===== src/rtl/riscv_bp_pkg.sv =====
// Shared types and constants for the branch predictor: 2-bit counter encoding,
// reset and allocation values.
package riscv_bp_pkg;

    typedef logic [1:0] ctr2_t;

    localparam ctr2_t CTR_SNT = 2'b00;
    localparam ctr2_t CTR_WNT = 2'b01;
    localparam ctr2_t CTR_WT  = 2'b10;
    localparam ctr2_t CTR_ST  = 2'b11;

    localparam ctr2_t CTR_RESET = CTR_WNT;
    localparam ctr2_t CTR_ALLOC = CTR_WT;

    // Upper counter bit is the taken prediction
    function automatic logic ctr_predicts_taken(input ctr2_t ctr);
        return ctr[1];
    endfunction

endpackage


===== src/rtl/bp_sat_counter.sv =====
// Combinational 2-bit saturating counter step: increment on taken, decrement on
// not-taken, holding at ST and SNT respectively.
module bp_sat_counter
    import riscv_bp_pkg::*;
(
    input  ctr2_t cur_i,
    input  logic  taken_i,
    output ctr2_t next_o
);

    always_comb begin
        next_o = cur_i;
        if (taken_i) begin
            if (cur_i != CTR_ST) begin
                next_o = ctr2_t'(cur_i + 2'd1);
            end
        end else begin
            if (cur_i != CTR_SNT) begin
                next_o = ctr2_t'(cur_i - 2'd1);
            end
        end
    end

endmodule


===== src/rtl/branch_predictor.sv =====
// Direct-mapped BTB plus 2-bit counter BHT, combinational lookup, trained at the
// clock edge. Define BRANCH_PREDICTOR_GSHARE_EN to index the BHT with pc ^ GHR.
module branch_predictor
    import riscv_bp_pkg::*;
#(
    parameter int unsigned XLEN    = 32,
    parameter int unsigned ENTRIES = 64,
    parameter int unsigned GHR_W   = 6
) (
    input  logic            clk_i,
    input  logic            rst_i,
    input  logic            start_i,
    input  logic [XLEN-1:0] pc_i,
    output logic            pred_hit_o,
    output logic            pred_taken_o,
    output logic [XLEN-1:0] pred_target_o,
    input  logic            upd_valid_i,
    input  logic [XLEN-1:0] upd_pc_i,
    input  logic            upd_taken_i,
    input  logic [XLEN-1:0] upd_target_i
);

    localparam int unsigned IDX   = $clog2(ENTRIES);
    localparam int unsigned TAG_W = XLEN - IDX - 2;

    logic              valid_q  [ENTRIES];
    logic [TAG_W-1:0]  tag_q    [ENTRIES];
    logic [XLEN-1:0]   target_q [ENTRIES];
    ctr2_t             ctr_q    [ENTRIES];

    logic [IDX-1:0]    lk_idx;
    logic [TAG_W-1:0]  lk_tag;
    logic [IDX-1:0]    lk_bht_idx;
    logic              lk_hit;

    logic [IDX-1:0]    up_idx;
    logic [TAG_W-1:0]  up_tag;
    logic [IDX-1:0]    up_bht_idx;
    logic              up_hit;
    logic              up_en;
    ctr2_t             up_ctr_next;

    logic              unused_pc_bits;

    assign lk_idx = pc_i[IDX+1:2];
    assign lk_tag = pc_i[XLEN-1:IDX+2];
    assign up_idx = upd_pc_i[IDX+1:2];
    assign up_tag = upd_pc_i[XLEN-1:IDX+2];
    assign up_en  = upd_valid_i & start_i;

    // Instruction-aligned PCs never use the low two bits
    assign unused_pc_bits = ^{pc_i[1:0], upd_pc_i[1:0]};

`ifdef BRANCH_PREDICTOR_GSHARE_EN
    logic [GHR_W-1:0] ghr_q;

    // BHT is indexed by pc ^ history; the update uses the pre-shift history
    assign lk_bht_idx = lk_idx ^ IDX'(ghr_q);
    assign up_bht_idx = up_idx ^ IDX'(ghr_q);

    always_ff @(posedge clk_i or posedge rst_i) begin
        if (rst_i) begin
            ghr_q <= '0;
        end else if (up_en) begin
            ghr_q <= GHR_W'({ghr_q, upd_taken_i});
        end
    end
`else
    localparam int unsigned UNUSED_GHR_W = GHR_W;

    assign lk_bht_idx = lk_idx;
    assign up_bht_idx = up_idx;
`endif

    // Lookup: purely combinational against current state, no bypass
    always_comb begin
        lk_hit        = valid_q[lk_idx] && (tag_q[lk_idx] == lk_tag);
        pred_hit_o    = lk_hit;
        pred_taken_o  = lk_hit & ctr_predicts_taken(ctr_q[lk_bht_idx]) & start_i;
        pred_target_o = lk_hit ? target_q[lk_idx] : '0;
    end

    assign up_hit = valid_q[up_idx] && (tag_q[up_idx] == up_tag);

    bp_sat_counter u_sat_counter (
        .cur_i   (ctr_q[up_bht_idx]),
        .taken_i (upd_taken_i),
        .next_o  (up_ctr_next)
    );

    // Valid bits and counters need reset; the whole table is cleared at once
    always_ff @(posedge clk_i or posedge rst_i) begin
        if (rst_i) begin
            for (int unsigned i = 0; i < ENTRIES; i++) begin
                valid_q[i] <= 1'b0;
                ctr_q[i]   <= CTR_RESET;
            end
        end else if (up_en) begin
            if (up_hit) begin
                ctr_q[up_bht_idx] <= up_ctr_next;
            end else if (upd_taken_i) begin
                valid_q[up_idx]   <= 1'b1;
                ctr_q[up_bht_idx] <= CTR_ALLOC;
            end
        end
    end

    // Tag and target are qualified by valid, so they carry no reset
    always_ff @(posedge clk_i) begin
        if (up_en && upd_taken_i) begin
            target_q[up_idx] <= upd_target_i;
            if (!up_hit) begin
                tag_q[up_idx] <= up_tag;
            end
        end
    end

endmodule


===== config.mk =====
export PLATFORM = sky130hd
export DESIGN_NAME = branch_predictor
export DESIGN_NICKNAME = d
export VERILOG_FILES = /design/src/rtl/riscv_bp_pkg.sv /design/src/rtl/bp_sat_counter.sv /design/src/rtl/branch_predictor.sv
export SDC_FILE = /design/constraint.sdc
export NUM_CORES = 2
export LEC_CHECK = 0
export CAP_MARGIN = 20
export CORE_UTILIZATION = 64
export DETAILED_ROUTE_END_ITERATION = 10
export DONT_BUFFER_PORTS = 1
export HOLD_SLACK_MARGIN = 0.15
export PLACE_DENSITY = 0.89
export SETUP_SLACK_MARGIN = 0.1
export SKIP_LAST_GASP = 1
export SLEW_MARGIN = 40
export SYNTH_ARGS = -nofsm -noshare
export SYNTH_HDL_FRONTEND = slang
export SYNTH_SLANG_ARGS = --single-unit

===== constraint.sdc =====
create_clock -name clk_i -period 6.1 [get_ports clk_i]
set_clock_uncertainty 0.05 [all_clocks]
set_input_delay 0 -clock clk_i [delete_from_list [all_inputs] [get_ports clk_i]]
set_output_delay 0 -clock clk_i [all_outputs]
set_load 0.01 [all_outputs]

==> results.json, run 1 <==
{
  "die_y_um": 502.8,
  "haltStage": "5_1_grt",
  "synth-main-ff-cell": "edfxtp_1",
  "grt_pass1_wl_um": 1228000,
  "post_cts_buffers": 0,
  "htreeDepth": 5,
  "synthSimpleGateAreaFrac": 0.02422,
  "synth-async-reset-ratio": 0.05085,
  "ys_seq_area_frac": 0.7009,
  "clockRootBuffer": "clkbuf_16",
  "dpl.hpwl_um": 339500,
  "error": "[ERROR GRT-0116] Global routing finished with congestion. Check the congestion regions in the DRC Viewer.",
  "gp_congestion": 0.9517,
  "synth_seq_cells": 3776,
  "dp_cells": 10870,
  "grt_use_total": 0.7280,
  "grt_remaining_overflow": 897,
  "clock_path_buffers": 4,
  "synth_top_family_by_area": "multiplexers",
  "row_count": 183,
  "netlist_area_um2": 160500,
  "dieWidth_um": 502.8,
  "start_util": 0.6450,
  "syn_area_per_cell_um2": 20.74,
  "syn_nets": 7840,
  "placed_area_um2": 167900,
  "portBuffers": 0,
  "synthAdderAreaFrac": 0.0001247,
  "ys_warn_count": 0,
  "postSynthCellCount": 7739,
  "cts_buffers": 380,
  "status": "did not finish",
  "grt_pass1_vias": 125600,
  "synth_xor_area_frac": 0.001746,
  "grt_max_degree": 472,
  "cts.sinks": 3776,
  "io_pins": 135,
  "synth-compound-area-share": 0.03434,
  "muxShareOfSynthArea": 0.2200,
  "synth.distinct_cells": 88,
  "synth_edf_count": 3584
}
==> logic make-up after synthesis <==
family / count (synthesis)
flip-flops: 3776
AO/OA/AOI/OAI: 763
buffers and inverters: 649
XOR/XNOR: 32
adder cells (fa/ha/maj): 2
AND/OR/NAND/NOR: 753
multiplexers: 1764
==> metrics by stage <==
stage,worst slack (ps),hold slack (ps)
2_1_floorplan,928.7,39.96
3_3_place_gp,665.9,11.33
3_5_place_dp,382.1,24.86
4_1_cts,253.1,154.9
==> per-layer routing <==
metal  overflow  global-route usage
met1         66              0.7168
met4        336              0.6747
met2        424              0.8378
met3         60              0.6643
met5         11              0.4741
==> what timing repair did <==
action / CTS
hold endpoints to repair: 3998
hold buffers: 255
gates resized for setup: 2
setup endpoints to repair: 8
pin swaps: 1
==> synth_stat cells, types with 20 or more instances <==
| library cell | count | share of area |
|---|---|---|
| a2bb2oi_1 | 56 | 0.0031 |
| nand3b_1 | 41 | 0.0019 |
| mux2_2 | 34 | 0.0024 |
| buf_2 | 158 | 0.0049 |
| buf_1 | 121 | 0.0028 |
| dfrtp_1 | 128 | 0.020 |
| a221oi_1 | 55 | 0.0030 |
| o21ai_0 | 29 | 0.00090 |
| nand3_1 | 69 | 0.0022 |
| o21bai_1 | 61 | 0.0029 |
| edfxtp_1 | 3584 | 0.67 |
| mux2i_1 | 322 | 0.020 |
| inv_1 | 75 | 0.0018 |
| a22oi_1 | 152 | 0.0071 |
| nor2_1 | 246 | 0.0058 |
| buf_6 | 24 | 0.0017 |
| mux4_2 | 1408 | 0.20 |
| o22ai_1 | 108 | 0.0042 |
| dfstp_2 | 64 | 0.010 |
| nor2b_1 | 57 | 0.0022 |
| xnor2_1 | 20 | 0.0011 |
| a21oi_1 | 125 | 0.0039 |
| buf_4 | 51 | 0.0024 |
| nand2_1 | 156 | 0.0036 |
| a211oi_1 | 30 | 0.0014 |
| clkbuf_1 | 219 | 0.0051 |
==> inputs of run 2 (changes only) <==
CORE_UTILIZATION = 40   (was 64)
HOLD_SLACK_MARGIN = unset   (was 0.15)
PLACE_DENSITY = unset   (was 0.89)
PLACE_DENSITY_LB_ADDON = 0.15   (was unset)
SETUP_SLACK_MARGIN = unset   (was 0.1)
==> run 2 against run 1 <==
- the run now ends clean
- synthesized cell count stayed put
- area after synthesis stayed put
==> results.json, run 2 <==
{
  "end_kind": "output pin",
  "htreeDepth": 5,
  "area_growth_pct": 16.60,
  "p_total_mw": 56.78,
  "netlist_area_um2": 160500,
  "synth.top_cells.by_area": "edfxtp_1 (67%), mux4_2 (20%), mux2i_1 (2.0%), dfrtp_1 (2.0%), dfstp_2 (1.0%)",
  "hold_viol": 0,
  "cts.repair.resized": 0,
  "fin_area_um2": 187200,
  "clock_latency_ps": 990,
  "post_cts_buffers": 0,
  "dp_cells": 12830,
  "nFillCells": 33090,
  "ys_warn_count": 0,
  "row_count": 232,
  "die_area_um2": 403900,
  "hold_path_depth": 5,
  "via_count": 87470,
  "post-place-ws_ps": 284.8,
  "cts_hold_buf": 203,
  "grt_use_total": 0.2592,
  "start_util": 0.4019,
  "synth.most_common_cell": "edfxtp_1",
  "relSlewSlack": 0.2342,
  "tns_ps": 0,
  "clock_path_buffers": 4,
  "dpl.hpwl_um": 295800,
  "synth_top_area_share": 0.6704,
  "cp_max_fo": 33,
  "required_ps": 6050,
  "dieWidth_um": 635.5,
  "worst_slack_ps": 212.8,
  "final_core_util": 0.4686,
  "synth-main-ff-cell": "edfxtp_1",
  "die_y_um": 635.5,
  "grt_pass1_wl_um": 731900,
  "regMostFlops": "target_q",
  "core_area_um2": 399400,
  "peakVddDrop_v": 0.0003134,
  "grt_setup_unrepaired": "no",
  "syn_area_per_cell_um2": 20.74,
  "cts_tree": "yes",
  "synth_commonest_cells": "edfxtp_1 (3584), mux4_2 (1408), mux2i_1 (322)",
  "grt_max_degree": 469,
  "synth.distinct_cells": 88,
  "route.layer.met1.wl_um": 207500,
  "worst_slew_pin_slew_ps": 1149,
  "drt-initial-drc-count": 11230,
  "synth_seq_cells": 3776,
  "io_pins": 135,
  "dr.pass1.iters": 6,
  "portBuffers": 0,
  "final.period_utilization": 0.9651,
  "r2r_slack_ps": 800,
  "wire_per_inst_um": 38.50,
  "syn_nets": 7840,
  "nNetsFinal": 8288,
  "drive_gt1_frac": 0.3263,
  "clockRootBuffer": "clkbuf_16",
  "synth_edf_count": 3584,
  "cts.sinks": 3776,
  "cts_buffers": 409,
  "postSynthCellCount": 7739,
  "placed_area_um2": 170600,
  "via_per_inst": 6.341,
  "leakage_nw": 59.54,
  "grt_remaining_overflow": 0,
  "synth-async-reset-ratio": 0.05085,
  "p_per_area_nw_per_um2": 303.3,
  "top_layer_used": "met5",
  "drt-total-wl_um": 531100,
  "synth.largest_area_cell": "edfxtp_1",
  "whs_ps": 20.00,
  "grt_pass1_vias": 88710,
  "antenna_found_initial": 45,
  "layoutNonFillerInstCount": 13790,
  "gp_congestion": 0.8460,
  "dr_wl_met2_um": 257300,
  "worst-endpoint-arrival_ps": 5840,
  "r2r_cells": 13,
  "period_minus_slack_ps": 5887,
  "layout_commonest_cell": "edfxtp_1",
  "status": "finished, final reports clean",
  "crit_type": "flip-flop to output pin",
  "postRouteAntennaNets": 0,
  "clk_pin_slew_ps": 60,
  "fmax_ghz": 0.1699,
  "cap_violations": 0,
  "wl_met3_um": 40590,
  "hold_class": "input port to flip-flop",
  "slew_viol_final": 0,
  "cp-start-kind": "flip-flop",
  "ys_seq_area_frac": 0.7009,
  "drc_errors": 0,
  "setup_violations": 0,
  "top_regs": "target_q: 2048 flops, tag_q: 1536 flops, ctr_q: 128 flops",
  "final_cell_mix": "edfxtp_1 (3584), mux4_2 (1408), clkbuf_16 (417)",
  "largest_reg_flops": 2048
}
-- run 2: cell counts after synthesis --
No cell type changed its count.
-- run 2: final cells by class --
class                   count  area [um^2]  share of cell area
diodes                     16        40.04           0.0002139
clock buffers             498        10780             0.05759
clock inverters           239         2223             0.01188
inverters                  76        296.5            0.001584
multi-input cells        3314        46230              0.2470
flip-flops and latches   3776       112500              0.6011
well taps                5265         6588             0.03519
repair buffers            610         8508             0.04546
-- run 2: path summary, 6_finish.rpt --
kind,end,start
setup / recovery,pred_target_o[28],tag_q[48][10]
hold / removal,ctr_q[56],upd_pc_i[3]
setup reg to reg,ctr_q[95],tag_q[59][6]
hold reg to reg,ctr_q[74],ctr_q[74]
max in group asynchronous,valid_q[63],rst_i
min in group asynchronous,ctr_q[102],rst_i
-- run 2: cells by family (layout without fill, tap and decap cells) --
| kind of cell | Yosys count | in the layout | share of synthesized area |
|---|---|---|---|
| simple gates | 753 | 753 | 0.02422 |
| other cells | 0 | 16 | 0 |
| mux | 1764 | 1764 | 0.2200 |
| compound gates | 763 | 763 | 0.03434 |
| xor+xnor | 32 | 32 | 0.001746 |
| buf+inv | 649 | 1423 | 0.01872 |
| flops | 3776 | 3776 | 0.7009 |
| fa+ha+maj | 2 | 2 | 0.0001247 |
-- run 2: power by group --
part	internal, mW	switching, mW
logic	1.65	2.11
registers	28.5	0.0907
clock network	14.0	10.4
-- run 2: worst max-delay path, cell delays in order, from the launching register on --
cell	delay (ps)
edfxtp_1	400
mux4_2	470
mux4_2	520
mux4_2	550
xnor2_1	560
nand4_1	490
nor3_1	390
buf_4	170
nand4_1	100
buf_4	340
a211oi_1	540
buf_4	220
-- run 2: per-layer routing --
metal / global-route usage / vias to the layer above
met3: 0.04436 / 1076
met4: 0.1084 / 18
met5: 0.001300 / -
met2: 0.4248 / 4405
met1: 0.3437 / 47860
li1: - / 34110
Note: power is estimated with default switching activity, not from simulation.
